`config.mk`:
```
export PLATFORM = sky130hd
export DESIGN_NAME = hazard_ctrl
export DESIGN_NICKNAME = d
export VERILOG_FILES = /design/src/rtl/hazard_pkg.sv /design/src/rtl/miss_stall_fsm.sv /design/src/rtl/hazard_ctrl.sv
export SDC_FILE = /design/constraint.sdc
export NUM_CORES = 1
export LEC_CHECK = 0
export CAP_MARGIN = 10
export CORE_ASPECT_RATIO = 0.8
export CORE_UTILIZATION = 36
export CTS_CLUSTER_SIZE = 10
export DETAILED_ROUTE_END_ITERATION = 10
export HOLD_SLACK_MARGIN = 0.15
export PLACE_DENSITY = 0.87
export SETUP_SLACK_MARGIN = 0.15
export SLEW_MARGIN = 20
export SYNTH_ARGS = -nofsm -noshare
export SYNTH_HDL_FRONTEND = slang
export SYNTH_HIERARCHICAL = 1
export SYNTH_SLANG_ARGS = --single-unit
```
`constraint.sdc`:
```
create_clock -name clk -period 2.5 [get_ports clk]
set_input_delay 0.75 -clock clk [delete_from_list [all_inputs] [get_ports clk]]
set_output_delay 0.75 -clock clk [all_outputs]
set_load 0.05 [all_outputs]
```
`src/rtl/hazard_pkg.sv`:
```
// Shared types and constants for the pipeline hazard controller.
// Latency: n/a (types, constants and a pure helper function only).
// Backpressure: n/a.
package hazard_pkg;

  // Controller states: one flush cycle after reset, normal operation, cache-miss stall
  typedef enum logic [1:0] {
    RST  = 2'd0,
    IDLE = 2'd1,
    MISS = 2'd2
  } hz_state_t;

  // EX operand source selects
  localparam logic [1:0] FWD_RF  = 2'b00;
  localparam logic [1:0] FWD_MEM = 2'b01;
  localparam logic [1:0] FWD_WB  = 2'b10;

  // Hard-wired zero register, never a forwarding source
  localparam logic [4:0] X0 = 5'd0;

  // Youngest writer wins: MEM result beats WB data; x0 is never forwarded
  function automatic logic [1:0] fwd_sel(
    input logic [4:0] src,
    input logic       wen_mem,
    input logic [4:0] dst_mem,
    input logic       wen_wb,
    input logic [4:0] dst_wb
  );
    logic [1:0] sel;
    sel = FWD_RF;
    if (wen_mem && (dst_mem != X0) && (dst_mem == src)) begin
      sel = FWD_MEM;
    end else if (wen_wb && (dst_wb != X0) && (dst_wb == src)) begin
      sel = FWD_WB;
    end
    return sel;
  endfunction

endpackage

```
`src/rtl/miss_stall_fsm.sv`:
```
// Reset-flush / cache-miss stall state machine with a sticky miss-timeout watchdog.
// Latency: state flags are registered; the stall itself is released combinationally by the parent.
// Backpressure: stays in MISS while miss is held; the watchdog only flags, it never forces an exit.
module miss_stall_fsm
  import hazard_pkg::*;
#(
  parameter int MISS_TIMEOUT = 1024
) (
  input  logic clk,
  input  logic rst_n,
  input  logic miss,
  input  logic mem_access,
  output logic in_rst,
  output logic in_miss,
  output logic err_timeout
);

  // Counter saturates at MISS_TIMEOUT-1, which is exactly the trip value
  localparam int            CW      = $clog2(MISS_TIMEOUT);
  localparam logic [CW-1:0] CNT_MAX = CW'(MISS_TIMEOUT - 1);

  hz_state_t     state;
  hz_state_t     state_nxt;
  logic [CW-1:0] miss_cnt;

  // State register; asynchronous reset lands in the post-reset flush state
  always_ff @(posedge clk or negedge rst_n) begin
    if (!rst_n) begin
      state <= RST;
    end else begin
      state <= state_nxt;
    end
  end

  // Next state: single flush cycle, enter MISS on a real memory miss, leave when the line arrives
  always_comb begin
    state_nxt = state;
    unique case (state)
      RST:     state_nxt = IDLE;
      IDLE:    if (miss && mem_access) state_nxt = MISS;
      MISS:    if (!miss) state_nxt = IDLE;
      default: state_nxt = RST;
    endcase
  end

  // State decode for the parent
  always_comb begin
    in_rst  = (state == RST);
    in_miss = (state == MISS);
  end

  // Miss duration counter: counts every cycle spent in MISS, cleared on exit
  always_ff @(posedge clk or negedge rst_n) begin
    if (!rst_n) begin
      miss_cnt <= '0;
    end else if (state == MISS && miss) begin
      if (miss_cnt != CNT_MAX) miss_cnt <= miss_cnt + 1'b1;
    end else begin
      miss_cnt <= '0;
    end
  end

  // Sticky watchdog flag; only reset clears it
  always_ff @(posedge clk or negedge rst_n) begin
    if (!rst_n) begin
      err_timeout <= 1'b0;
    end else if (state == MISS && miss_cnt == CNT_MAX) begin
      err_timeout <= 1'b1;
    end
  end

endmodule

```
`src/rtl/hazard_ctrl.sv`:
```
// Pipeline hazard controller: stall/flush vector for F..W and EX operand forwarding selects.
// Latency: all hazard outputs are combinational from inputs and the registered FSM state.
// Backpressure: a data-cache miss holds every stage until miss drops; HAZARD_PERF_EN adds perf counters.
module hazard_ctrl
  import hazard_pkg::*;
#(
  parameter int MISS_TIMEOUT = 1024,
  parameter int CNT_W        = 32
) (
  input  logic             clk,
  input  logic             rst_n,
  input  logic [4:0]       reg1_srcD,
  input  logic [4:0]       reg2_srcD,
  input  logic [4:0]       reg1_srcE,
  input  logic [4:0]       reg2_srcE,
  input  logic [4:0]       reg_dstE,
  input  logic [4:0]       reg_dstM,
  input  logic [4:0]       reg_dstW,
  input  logic             reg_write_en_EX,
  input  logic             reg_write_en_MEM,
  input  logic             reg_write_en_WB,
  input  logic             wb_select_EX,
  input  logic             br_EX,
  input  logic             jalr_EX,
  input  logic             jal_ID,
  input  logic             mem_access_MEM,
  input  logic             miss,
  output logic             bubbleF,
  output logic             bubbleD,
  output logic             bubbleE,
  output logic             bubbleM,
  output logic             bubbleW,
  output logic             flushF,
  output logic             flushD,
  output logic             flushE,
  output logic             flushM,
  output logic             flushW,
  output logic [1:0]       op1_sel,
  output logic [1:0]       op2_sel,
`ifdef HAZARD_PERF_EN
  output logic [CNT_W-1:0] stall_cycles,
  output logic [CNT_W-1:0] flush_events,
`endif
  output logic             err_timeout
);

  // Reject parameter values the watchdog and counters cannot honour
  generate
    if (MISS_TIMEOUT < 2 || CNT_W < 1) begin : g_bad_params
      $error("hazard_ctrl: MISS_TIMEOUT must be >= 2 and CNT_W >= 1");
    end
  endgenerate

  logic in_rst;
  logic in_miss;
  logic stall;
  logic redirect;
  logic load_use;

  miss_stall_fsm #(
    .MISS_TIMEOUT(MISS_TIMEOUT)
  ) u_miss_fsm (
    .clk         (clk),
    .rst_n       (rst_n),
    .miss        (miss),
    .mem_access  (mem_access_MEM),
    .in_rst      (in_rst),
    .in_miss     (in_miss),
    .err_timeout (err_timeout)
  );

  // Hazard decode: miss stall starts the cycle it is seen and drops the cycle miss clears
  always_comb begin
    stall    = !in_rst && miss && (in_miss || mem_access_MEM);
    redirect = br_EX || jalr_EX;
    load_use = wb_select_EX && reg_write_en_EX && (reg_dstE != X0) &&
               ((reg_dstE == reg1_srcD) || (reg_dstE == reg2_srcD));
  end

  // Priority mux: reset flush > miss stall > branch/jalr > load-use > jal
  always_comb begin
    bubbleF = 1'b0;
    bubbleD = 1'b0;
    bubbleE = 1'b0;
    bubbleM = 1'b0;
    bubbleW = 1'b0;
    flushF  = 1'b0;
    flushD  = 1'b0;
    flushE  = 1'b0;
    flushM  = 1'b0;
    flushW  = 1'b0;
    if (in_rst) begin
      flushF = 1'b1;
      flushD = 1'b1;
      flushE = 1'b1;
      flushM = 1'b1;
      flushW = 1'b1;
    end else if (stall) begin
      bubbleF = 1'b1;
      bubbleD = 1'b1;
      bubbleE = 1'b1;
      bubbleM = 1'b1;
      bubbleW = 1'b1;
    end else if (redirect) begin
      // Squashing the consumer in ID makes any load-use stall moot
      flushD = 1'b1;
      flushE = 1'b1;
    end else if (load_use) begin
      bubbleF = 1'b1;
      bubbleD = 1'b1;
      flushE  = 1'b1;
    end else if (jal_ID) begin
      flushD = 1'b1;
    end
  end

  // EX operand forwarding; forced to regfile during the reset flush cycle
  always_comb begin
    op1_sel = FWD_RF;
    op2_sel = FWD_RF;
    if (!in_rst) begin
      op1_sel = fwd_sel(reg1_srcE, reg_write_en_MEM, reg_dstM, reg_write_en_WB, reg_dstW);
      op2_sel = fwd_sel(reg2_srcE, reg_write_en_MEM, reg_dstM, reg_write_en_WB, reg_dstW);
    end
  end

`ifdef HAZARD_PERF_EN
  // Perf counters: stalled cycles and redirect/squash cycles, free-running with wrap
  always_ff @(posedge clk or negedge rst_n) begin
    if (!rst_n) begin
      stall_cycles <= '0;
      flush_events <= '0;
    end else begin
      if (bubbleF || bubbleD || bubbleE || bubbleM || bubbleW) begin
        stall_cycles <= stall_cycles + 1'b1;
      end
      if (!in_rst && (flushD || flushE)) begin
        flush_events <= flush_events + 1'b1;
      end
    end
  end
`endif

endmodule

```
* Yosys cells after proc, flatten, opt, wreduce, memory -nomap -nowiden
Cells that the tools add are included. Widths: inputs -> output; s select.
Word-level totals: output and inout bits 15, word-level logic and storage cells 66, flip-flop bits (word level) 13
Operators by class: muxes and demuxes 26, equality and inequality tests 13, $add $sub $neg 1, reductions and logical operators 23
Operators by type and width (number):
- $eq 5x5->1 | 6
- $mux 10 | 2
- $mux 2 | 8
- $mux 1 | 15
- $reduce_bool 5->1 | 3
- $logic_and 1x1->1 | 14
- $add 10x1->10 const B | 1
- $eq 10x10->1 const B | 1
- $ne 10x10->1 const B | 1
- $pmux 2 s3 | 1
- $ne 2x2->1 const B | 2
- $logic_or 1x1->1 | 3
- $eq 2x1->1 const B | 1
- $eq 2x2->1 const B | 1
- $logic_not 2->1 | 1
- $ne 2x1->1 const B | 1
- $reduce_and 2->1 | 1
- $logic_not 1->1 | 1

* Depth between registers and ports, before layout
depth in word-level cells 7, depth in mapped cells 6, gate-level depth less buffers 6

* By module
Netlist, hierarchy kept.
Modules (own cells, without submodules):
- miss_stall_fsm | cells an instance 73, area each 718.2 um^2, instances 1, sequential area each 325.3 um^2
- hazard_ctrl | cells an instance 70, area each 508.0 um^2, instances 1, sequential area each 0.0 um^2

* Worst setup path after synthesis
No wires, ideal clock.
kind input to output, start input reg_dstE[2], end output bubbleF, arrival 2.735 ns, path buffers 1, cell stages on the path 5, slack -0.985 ns, path through xor2_1 -> nor3_1 -> a22oi_1 -> o21ai_0 -> buf_4
Between the ends: word-level cells in the longest chain between the ends 7, elaborated cells on any way between the ends 10, classes of those cells eq/ne (2); mux (4); reduce/logical (4)
Ends and longest elaborated chain:
- start, declared | RTL line hazard_ctrl.sv:16 | input logic [4:0] reg_dstE,
- $eq 5x5->1 / $reduce_bool 5->1 (equally long branches) | RTL line hazard_ctrl.sv:77, hazard_ctrl.sv:76
- $logic_or 1x1->1 / $logic_and 1x1->1 (equally long branches) | RTL line hazard_ctrl.sv:77, hazard_ctrl.sv:76
- $logic_and 1x1->1 (*) | RTL line hazard_ctrl.sv:76 | load_use = wb_select_EX && reg_write_en_EX && (reg_dstE != X0) &&
- $mux 1 (*) (4 in a row)
- end, declared | RTL line hazard_ctrl.sv:28 | output logic bubbleF,
Mark *: on every way between the ends. The rest lies on a longest branch, timed or not.

* Worst setup path after layout
start input reg_dstM[4], end output op1_sel[1]
Between the ends: word-level cells in the longest chain between the ends 5, elaborated cells on any way between the ends 6, classes of those cells eq/ne (1); mux (2); reduce/logical (3)
Ends and longest elaborated chain:
- start, declared | RTL line hazard_ctrl.sv:17 | input logic [4:0] reg_dstM,
- $reduce_bool 5->1 | RTL line hazard_pkg.sv:31 | if (wen_mem && (dst_mem != X0) && (dst_mem == src)) begin
- $logic_and 1x1->1 | RTL line hazard_pkg.sv:31
- $logic_and 1x1->1 (*) | RTL line hazard_pkg.sv:31
- $mux 2 (*) | RTL line hazard_pkg.sv:31
- $mux 2 (*) | RTL line hazard_ctrl.sv:121 | if (!in_rst) begin
- end, declared | RTL line hazard_ctrl.sv:38 | output logic [1:0] op1_sel,
Marked as above.

==> results.yml <==
outcome:
  violations: "setup timing"
  status: "finished, violations left"
setup_path:
  cp_max_fo: 3
  critical_path_class: "input port to primary output"
  cp.required_ns: 1.75
  critical_path.startpoint_type: "input port"
  cp-end-kind: "primary output"
  cp.arrival_ns: 2.08
clock_network:
  cts.clk_slew.worst_paths_ns: 0.06
  cts.sinks: 13
  cts_buffer_depth: 2
  cts_max_level: 1
  holdBufCountCts: 0
  cts_buffers: 3
  clock_latency_ns: 0.24
  cts_tree: "done"
  cts_root_buf: "clkbuf_8"
sta:
  fin_skew_ns: 0.001511
  worstMarginPinSlew_ns: 0.5972
  period_needed_ns: 2.830
  finalWorstSetupSlack_ns: -0.3297
  grt_setup_unrepaired: "true"
  setup_viol: 8
  finalHoldViolCount: 0
  fmax_mhz: 353.4
  relSlewSlack: 0.6006
  post-route-period-util: 1.132
  slew_viol_final: 0
floorplanning:
  initial_core_util: 0.3861
  rows: 18
  die_area_mm2: 0.003645
  ioPinCount: 61
  dieWidth_um: 67.25
  coreArea_mm2: 0.003176
  die_h_um: 54.20
yosys:
  synth-seq-cells: 13
  synth_compound_area_frac: 0.1704
  synth_ff_type: "dfrtp_1"
  syn_area_mm2: 0.001226
  synth_top_family_by_area: "simple AND/OR/NAND/NOR gates"
  synth_edf_count: 0
  synthMuxAreaShare: 0.01633
  yosysUniqueCellTypes: 42
  synthXorXnorAreaFrac: 0.2143
  syn-num-nets: 190
  synth_top_area_frac: 0.2653
  syn_avg_cell_area_um2: 8.575
  synth_top_area_cell: "dfrtp_1"
  synth-async-reset-ratio: 1.000
  synthTopCellsByCount: "xor2_1 (18), dfrtp_1 (13), xnor2_1 (12)"
  yosys.area_share.simple: 0.2582
  post-synth-top-count-cell: "xor2_1"
  ys_warn_count: 6
  syn_inst: 143
  synthAdderAreaFrac: 0.01020
  seq_area_frac_synth: 0.2653
  synthTopCellsByArea: "dfrtp_1 (27%), xor2_1 (13%), xnor2_1 (8.6%), nand3_1 (3.7%), buf_4 (3.7%)"
power_and_ir_drop:
  power_frac_comb: 0.487
  intPower_mw: 0.5208
  p_leak_nw: 1.040
  powerDensity_mw_per_mm2: 346.8
  power_frac_clock: 0.238
  pwr-share-seq: 0.276
  power.switching_mw: 0.2841
  switching_share: 0.3529
  ir_drop_mv: 0.2722
route:
  vias: 1439
  drc: 0
  dr.pass1.iters: 4
  routedWlPerCell_um: 15.58
  first_iter_violations: 63
  antenna_left: 0
  via_per_inst: 5.271
  routed_wl_um: 4252
min_path:
  hold_class: "flop to flop"
final_layout:
  drive_gt1_frac: 0.4506
  fin_area_mm2: 0.002321
  nets: 281
  area_growth_pct: 89.29
  antenna_cells: 0
global_route:
  grt_start_max_net_pins: 14
  track_usage: 0.2374
  grt_first_pass_wirelength_um: 6306
  grt_pass1_vias: 1393
  overflow: 0
  antenna_found_initial: 0
placed_design:
  placed_area_mm2: 0.002112
  gp_congestion: 0.8410
  dp_worst_setup_slack_ns: -0.7119
  dp_hpwl_um: 3063
  io_buffers: 60
flow_run:
  drv_cap: 0
==> metrics by stage <==
step	TNS, ns	power [mW]	utilization	hold WS, ns	cells
global placement	-5.151	0.5740	0.6651	0.4521	256
detailed placement	-5.407	0.5798	0.6651	0.4624	256
CTS	-1.918	0.7824	0.6994	0.4747	268
global route	-2.001	0.8438	0.7309	0.5071	273
floorplan	-1.095	0.3998	-	0.4544	143
finish	-1.692	0.8049	0.7309	0.4696	273
==> layout make-up <==
type	instances	area, µm²
clock buffers	4	45.04
fillers	224	854.6
inverters	4	15.01
multi-input cells	117	1002
flip-flops and latches	13	327.8
well taps	40	50.05
repair buffers	95	880.8
==> what timing repair did <==
action | 4_1_cts | 5_1_grt
resized for setup | 95 | 42
pin swaps | 31 | 22
buffers inserted | 8 | 5
setup endpoints to repair | 11 | 11
==> worst max-delay path, cell delays in order <==
cell and delay [ns]:
buf_6 0.09, or4_4 0.54, o21ai_4 0.18, buf_4 0.15, nor3_2 0.05, nor3_4 0.15, buf_12 0.16
==> power by group through the flow <==
stage	clock network, mW	registers [mW]	logic [mW]
2_1_floorplan	0	0.224	0.176
3_3_place_gp	0	0.225	0.349
3_5_place_dp	0	0.225	0.355
4_1_cts	0.194	0.220	0.368
5_1_grt	0.207	0.222	0.414
6_report	0.191	0.222	0.392
==> flip-flops by register name (all words and copies together) (netlist names) <==
name and cells:
u_miss_fsm/err_timeout 1, u_miss_fsm/miss_cnt 10, u_miss_fsm/state 2
==> cells in the final DEF, fill, tap and decap left out, types with 5 or more instances in the layout <==
| master | instances |
|---|---|
| xor2_1 | 16 |
| clkbuf_2 | 7 |
| buf_4 | 35 |
| buf_2 | 7 |
| nand3_1 | 8 |
| dlymetal6s2s_1 | 5 |
| a31oi_1 | 5 |
| buf_6 | 11 |
| buf_12 | 6 |
| clkdlybuf4s50_1 | 5 |
| xnor2_1 | 12 |
| dlygate4sd2_1 | 11 |
| clkdlybuf4s15_1 | 5 |
| dfrtp_1 | 11 |
| nand2_1 | 9 |
==> layer usage <==
layer / routed length, µm / track usage
met3: 234 / 0.06144
met2: 2245 / 0.4383
met1: 1773 / 0.2841
met4: 0 / 0.02837
met5: 0 / 0
==> worst paths after layout <==
path	slack [ns]	startpoint	to	depth (start not counted)
worst max register to register	0.96	u_miss_fsm/miss_cnt[0]	u_miss_fsm/miss_cnt[5]	4
min in group asynchronous	0.88	rst_n	u_miss_fsm/miss_cnt[7]	1
max in group asynchronous	1.19	rst_n	u_miss_fsm/state[0]	1
worst min register to register	0.47	u_miss_fsm/err_timeout	u_miss_fsm/err_timeout	1
worst min-delay path	0.47	u_miss_fsm/err_timeout	u_miss_fsm/err_timeout	1
worst max-delay path	-0.33	reg_dstM[4]	op1_sel[1]	7
==> logic make-up after synthesis <==
family	Yosys count
AOI/OAI and AO/OA	29
muxes	2
and+or+nand+nor	55
buffers and inverters	13
DFF	13
xor gates and xnor gates	30
adders and majority gates	1
No activity file was read; power rests on OpenSTA's default activity.
